==> src/rtl/vga_pkg.sv <==
// Shared VGA definitions: character ROM widths and arbiter helpers.
// Imported by the character ROM arbiter.
package vga_pkg;

  localparam int CHAR_XY_W   = 8;
  localparam int CHAR_CODE_W = 7;

  typedef enum logic [1:0] {
    GNT_NONE = 2'd0,
    GNT_0    = 2'd1,
    GNT_1    = 2'd2
  } gnt_e;

  // Counter must hold 0..limit, and never shrink below one bit.
  function automatic int starve_cnt_w(input int limit);
    return (limit < 1) ? 1 : $clog2(limit + 1);
  endfunction

endpackage

==> src/rtl/char_rom_arbiter.sv <==
// Two-port front end for one shared combinational character ROM.
// Port 0 has priority; port 1 is force-granted after a bounded wait.
module char_rom_arbiter
  import vga_pkg::*;
#(
  parameter int STARVE_LIMIT = 4,
  parameter int XY_W         = CHAR_XY_W,
  parameter int CODE_W       = CHAR_CODE_W
) (
  input  logic              clk,
  input  logic              rst_n,
  input  logic              req0_valid,
  input  logic [XY_W-1:0]   req0_xy,
  output logic              req0_ready,
  output logic              rsp0_valid,
  output logic [CODE_W-1:0] rsp0_code,
  input  logic              req1_valid,
  input  logic [XY_W-1:0]   req1_xy,
  output logic              req1_ready,
  output logic              rsp1_valid,
  output logic [CODE_W-1:0] rsp1_code,
  output logic [XY_W-1:0]   rom_xy,
  input  logic [CODE_W-1:0] rom_code
);

  localparam int CNT_W = starve_cnt_w(STARVE_LIMIT);
  localparam logic [CNT_W-1:0] LIM = CNT_W'(STARVE_LIMIT);

  gnt_e              w_gnt;
  logic              w_sat;
  logic              w_hs0;
  logic              w_hs1;
  logic [CNT_W-1:0]  r_starve_cnt;
  logic              r_rsp0_valid;
  logic [CODE_W-1:0] r_rsp0_code;
  logic              r_rsp1_valid;
  logic [CODE_W-1:0] r_rsp1_code;

  assign w_sat = (r_starve_cnt == LIM);

  // Grant: port 1 wins when alone or when its wait has saturated.
  always_comb begin
    w_gnt = GNT_NONE;
    if (req1_valid && (!req0_valid || w_sat)) begin
      w_gnt = GNT_1;
    end else if (req0_valid) begin
      w_gnt = GNT_0;
    end
  end

  assign req0_ready = (w_gnt == GNT_0);
  assign req1_ready = (w_gnt == GNT_1);
  assign w_hs0      = req0_valid && req0_ready;
  assign w_hs1      = req1_valid && req1_ready;

  // Steer the shared ROM to the winner; park at zero when idle.
  always_comb begin
    rom_xy = '0;
    unique case (w_gnt)
      GNT_0:   rom_xy = req0_xy;
      GNT_1:   rom_xy = req1_xy;
      default: rom_xy = '0;
    endcase
  end

  // Count contended losses of port 1; any gap in its request drops credit.
  always_ff @(posedge clk or negedge rst_n) begin
    if (!rst_n) begin
      r_starve_cnt <= '0;
    end else if (!req1_valid || (w_gnt == GNT_1)) begin
      r_starve_cnt <= '0;
    end else if ((w_gnt == GNT_0) && !w_sat) begin
      r_starve_cnt <= r_starve_cnt + 1'b1;
    end
  end

  // Port 0 response: one-cycle pulse, code held between lookups.
  always_ff @(posedge clk or negedge rst_n) begin
    if (!rst_n) begin
      r_rsp0_valid <= 1'b0;
      r_rsp0_code  <= '0;
    end else begin
      r_rsp0_valid <= w_hs0;
      if (w_hs0) begin
        r_rsp0_code <= rom_code;
      end
    end
  end

  // Port 1 response: one-cycle pulse, code held between lookups.
  always_ff @(posedge clk or negedge rst_n) begin
    if (!rst_n) begin
      r_rsp1_valid <= 1'b0;
      r_rsp1_code  <= '0;
    end else begin
      r_rsp1_valid <= w_hs1;
      if (w_hs1) begin
        r_rsp1_code <= rom_code;
      end
    end
  end

  assign rsp0_valid = r_rsp0_valid;
  assign rsp0_code  = r_rsp0_code;
  assign rsp1_valid = r_rsp1_valid;
  assign rsp1_code  = r_rsp1_code;

endmodule

==> config.mk <==
export PLATFORM = sky130hd
export DESIGN_NAME = char_rom_arbiter
export DESIGN_NICKNAME = d
export VERILOG_FILES = /design/src/rtl/vga_pkg.sv /design/src/rtl/char_rom_arbiter.sv
export SDC_FILE = /design/constraint.sdc
export NUM_CORES = 1
export LEC_CHECK = 0
export ABC_AREA = 1
export CAP_MARGIN = 20
export CORE_AREA = 2 2 49 60
export DETAILED_ROUTE_END_ITERATION = 10
export DIE_AREA = 0 0 51 62
export PLACE_DENSITY = 0.82
export SLEW_MARGIN = 10
export SYNTH_ARGS = -nofsm -noshare
export SYNTH_HDL_FRONTEND = slang
export SYNTH_SLANG_ARGS = --single-unit
==> constraint.sdc <==
create_clock -name clk -period 1.7 [get_ports clk]
set_input_delay 0.34 -clock clk [delete_from_list [all_inputs] [get_ports clk]]
set_output_delay 0.34 -clock clk [all_outputs]
set_load 0.05 [all_outputs]
Yosys cells after proc, flatten, opt, wreduce, memory -nomap -nowiden

Cells that the tools add are included.

Flip-flop bits (word level): 19
Latch bits: 0
RAM bits: 0
ROM bits: 0
Word-level logic and storage cells: 24
Memories: 0

Add/sub/neg operators: 1
Multiply operators: 0
Divide/modulo/power cells: 0
Order comparisons: 0
Equal/unequal tests: 3
Shift-type cells: 0
Muxes and demuxes: 5
Bitwise logic cells: 0
Reductions and logical operators: 10

Operators by type and width:

| kind                | count |
|---|---|
| $pmux 8 s2          | 1 |
| $mux 3              | 2 |
| $logic_and 1x1->1   | 4 |
| $add 3x1->3 const B | 1 |
| $eq 3x3->1 const B  | 1 |
| $logic_not 1->1     | 3 |
| $eq 2x1->1 const B  | 1 |
| $eq 2x2->1 const B  | 1 |
| $logic_or 1x1->1    | 2 |
| $mux 2              | 1 |
| $reduce_bool 2->1   | 1 |
| $mux 1              | 1 |

Longest topological paths before layout

Depth in word-level cells: 8
Depth in mapped cells: 8

Worst setup path before layout

No wires, ideal clock.

Kind: register to output
Start: register r_starve_cnt[0]
End: output port rom_xy[4]
Arrival: 1.481 ns
Data required time: 1.360 ns
Path slack: -0.121 ns
Stages on the path, launching flop included: 8
Buffers on the path: 1
Cells stage by stage: dfrtp_1 > inv_1 > ha_1 > nand2_2 > a21oi_4 > buf_6 > nand2_1 > nand2_1

Word-level cells in the longest chain between the ends: 6
Elaborated cells between the ends (all ways): 7
Those cells by class: eq/ne (3); mux (2); reduce/logical (2)

RTL lines:

| item                   | line                   | RTL |
|---|---|---|
| from (decl)            | char_rom_arbiter.sv:33 | `logic [CNT_W-1:0] r_starve_cnt;` |
| from (signal assigned) | char_rom_arbiter.sv:73 | `r_starve_cnt <= r_starve_cnt + 1'b1;` |
| $eq 3x3->1             | char_rom_arbiter.sv:39 | `assign w_sat = (r_starve_cnt == LIM);` |
| $logic_or 1x1->1       | char_rom_arbiter.sv:44 | `if (req1_valid && (!req0_valid \|\| w_sat)) begin` |
| $logic_and 1x1->1      | char_rom_arbiter.sv:44 |  |
| $mux 2                 | char_rom_arbiter.sv:44 |  |
| $eq 2x2->1             | --                     |  |
| net req1_ready         | char_rom_arbiter.sv:19 | `output logic req1_ready,` |
| $pmux 8 s2             | char_rom_arbiter.sv:59 | `unique case (w_gnt)` |
| to (decl)              | char_rom_arbiter.sv:22 | `output logic [XY_W-1:0] rom_xy,` |

The timed path passes the listed nets, and every way through them passes these cells.

Worst setup path after layout

Start: register r_starve_cnt[0]
End: output port rom_xy[5]

Word-level cells in the longest chain between the ends: 6
Elaborated cells between the ends (all ways): 7
Those cells by class: eq/ne (3); mux (2); reduce/logical (2)

RTL lines:

| item                                     | line |
|---|---|
| $eq 3x3->1 (*)                           | char_rom_arbiter.sv:39 |
| $logic_or 1x1->1 (*)                     | char_rom_arbiter.sv:44 |
| $logic_and 1x1->1 (*)                    | char_rom_arbiter.sv:44 |
| $mux 2 (*)                               | char_rom_arbiter.sv:44 |
| $eq 2x2->1 or $eq 2x1->1 (tied branches) | char_rom_arbiter.sv:59 |
| $pmux 8 s2 (*)                           | char_rom_arbiter.sv:59 |

Every way passes the cells marked *; elsewhere a longest branch is shown, timed or not.

==> impl_metrics.json <==
{
  "syn_area_sq_um": 918.4,
  "port_buffers": 52,
  "max_freq_mhz": 516.4,
  "r2r_cells": 8,
  "critPathLaunch": "r_starve_cnt[0]",
  "avgSynthCellArea_sq_um": 8.426,
  "rrSetupSlack_ps": 300,
  "ant_nets": 0,
  "rows": 21,
  "rsz0062_at_grt": "yes",
  "die_h_um": 62,
  "worstSetupPathType": "flip-flop to output pin",
  "power.leakage_nw": 0.8499,
  "peakVddDrop_v": 0.0006106,
  "clock_path_buffers": 2,
  "hold_path_class": "primary input to async pin",
  "crit_arrival_ps": 1600,
  "dieArea_sq_um": 3162,
  "mostFrequentLayoutCell": "nand2_1",
  "detail_route.vias_per_cell": 4.760,
  "post-route-period-util_pct": 113.9,
  "syn_nets": 138,
  "drt_iter0_drc": 22,
  "grt_usage_pct": 17.75,
  "die_x_um": 51,
  "r2r_end": "r_starve_cnt[1]",
  "antenna_found_initial": 0,
  "drc": 0,
  "final_core_util_pct": 62.99,
  "synth.distinct_cells": 12,
  "power.density_nw_per_um2": 799.5,
  "initial_core_util_pct": 34.61,
  "place_congestion": 0.7407,
  "synthCells": 109,
  "cts_num_sinks": 19,
  "startpoint_type": "flip-flop",
  "layout_min_cycle_time_ps": 1936,
  "wire_per_inst_um": 13.06,
  "cts_hold_buf": 0,
  "critPathMaxFanout": 5,
  "tightest_slew_ps": 323.4,
  "crit_required_ps": 1360,
  "layout_common_cells": "nand2_1, buf_4, clkdlybuf4s50_1, dfrtp_1, nand3_1",
  "maxCapViolCount": 0,
  "hold_viol_final": 0,
  "numCtsBuffers": 3,
  "synth_warnings": 0,
  "num_vias": 990,
  "grt_pass1_wl_um": 4119,
  "ys_ff_latch": 19,
  "design_area_sq_um": 1672,
  "root_buffer": "clkbuf_4",
  "failed_checks": "setup timing",
  "placed_area_sq_um": 1565,
  "dp_hpwl_um": 2014,
  "fin_nets": 204,
  "areaGrowthSynthToFinish_pct": 82.02,
  "grt_max_degree": 20,
  "grt_pass1_vias": 950,
  "clk_pin_slew_worst_paths_ps": 100,
  "worst_clock_skew_ps": 3.025,
  "io-pin-count": 53,
  "slew_violations": 0,
  "ctsHtreeMaxLevel": 1,
  "clk_latency_ps": 300,
  "relSlewSlack_pct": 78.44,
  "n_antenna_cell": 0,
  "pre_cts_slack_ps": -173.3,
  "wirelength_um": 2716,
  "end_kind": "output pin",
  "status": "complete, but fails checks",
  "coreArea_sq_um": 2654,
  "cts_tree": "done",
  "place_inst": 198,
  "fin_ws_ps": -236.4,
  "setup_viol": 10,
  "gr-total-overflow": 0,
  "firstDrtPassIters": 4,
  "ys_seq_area_share_pct": 51.77,
  "fin_cells": 208,
  "r2r-start": "r_starve_cnt[0]",
  "drive_gt1_share_pct": 34.48
}
## routing by layer
metal | routed length (um) | share of wire (%) | global-route usage (%) | vias to the layer above
met5 | 0 | 0 | 0 | -
met4 | 44 | 1.6 | 8.108 | 0
met3 | 189 | 7.0 | 2.632 | 5
met2 | 1396 | 51 | 32.47 | 45
met1 | 1085 | 40 | 20.74 | 465
li1 | - | - | - | 475
## area by class of cell
cell class / instances / area (sq um)
clock buffer: 4 / 26.28
fill: 215 / 982.2
inverter: 6 / 22.52
multi-input combinational: 81 / 431.7
sequential: 19 / 475.5
tap: 34 / 42.54
timing repair buffer: 64 / 673.1
## critical path, stage by stage, from the launching register on
cell     delay (ps)
dfrtp_1         400
inv_1            60
ha_2            190
nand2_4          80
a21oi_4         230
nand2_1         110
nand2_2          90
buf_12          140
## synthesized netlist by cell type, drive strengths merged
| master | count | area share [%] |
|---|---|---|
| nand2 | 55 | 23 |
| dfrtp | 19 | 52 |
| nand3 | 15 | 8.2 |
| inv | 6 | 2.5 |
| buf | 5 | 6.1 |
| nor2 | 3 | 1.2 |
| a21oi | 2 | 2.3 |
| ha | 2 | 2.7 |
| o21ai | 1 | 0.95 |
| xnor2 | 1 | 0.95 |
## registers in the layout (all words and copies together), names as in the netlist
register,flops
r_starve_cnt,3
rsp0_code,7
rsp0_valid,1
rsp1_code,7
rsp1_valid,1
## stage by stage
step           setup TNS (ps)  power (mW)  hold WS, ps
2_1_floorplan          -12.78      0.8448        44.41
3_3_place_gp            -1209       1.088        441.4
3_5_place_dp            -1513       1.100        462.7
4_1_cts                 -2137       1.339        384.1
5_1_grt                 -2941       1.394        400.7
6_report                -1962       1.336        377.3
## repair_timing
| item | in CTS | in global routing |
|---|---|---|
| setup buffers | 2 | 2 |
| pin swaps | 10 | 3 |
| endpoints found under the setup margin | 10 | 10 |
| gates resized for setup | 8 | 2 |
| cloned | 1 | 1 |
## logic make-up after synthesis
group,synth area share [%]
buf+inv,8.582
fa+ha+maj,2.724
compound gates,3.270
flops,51.77
simple gates,32.70
xor+xnor,0.9539
## how the worst max path moves through the flow
stage / end / slack, ps / depth (start not counted)
2_1_floorplan: rom_xy[4] / -10 / 7
3_3_place_gp: req1_ready / -150 / 5
3_5_place_dp: req1_ready / -170 / 4
4_1_cts: rom_xy[4] / -240 / 7
5_1_grt: rom_xy[5] / -330 / 7
6_report: rom_xy[5] / -240 / 7
## power by group
part           total [mW]  internal [mW]  switching [mW]
logic               0.587          0.235           0.352
clock network       0.225         0.0915           0.134
registers           0.524          0.497          0.0268
Power figures use the tool's default switching activity.
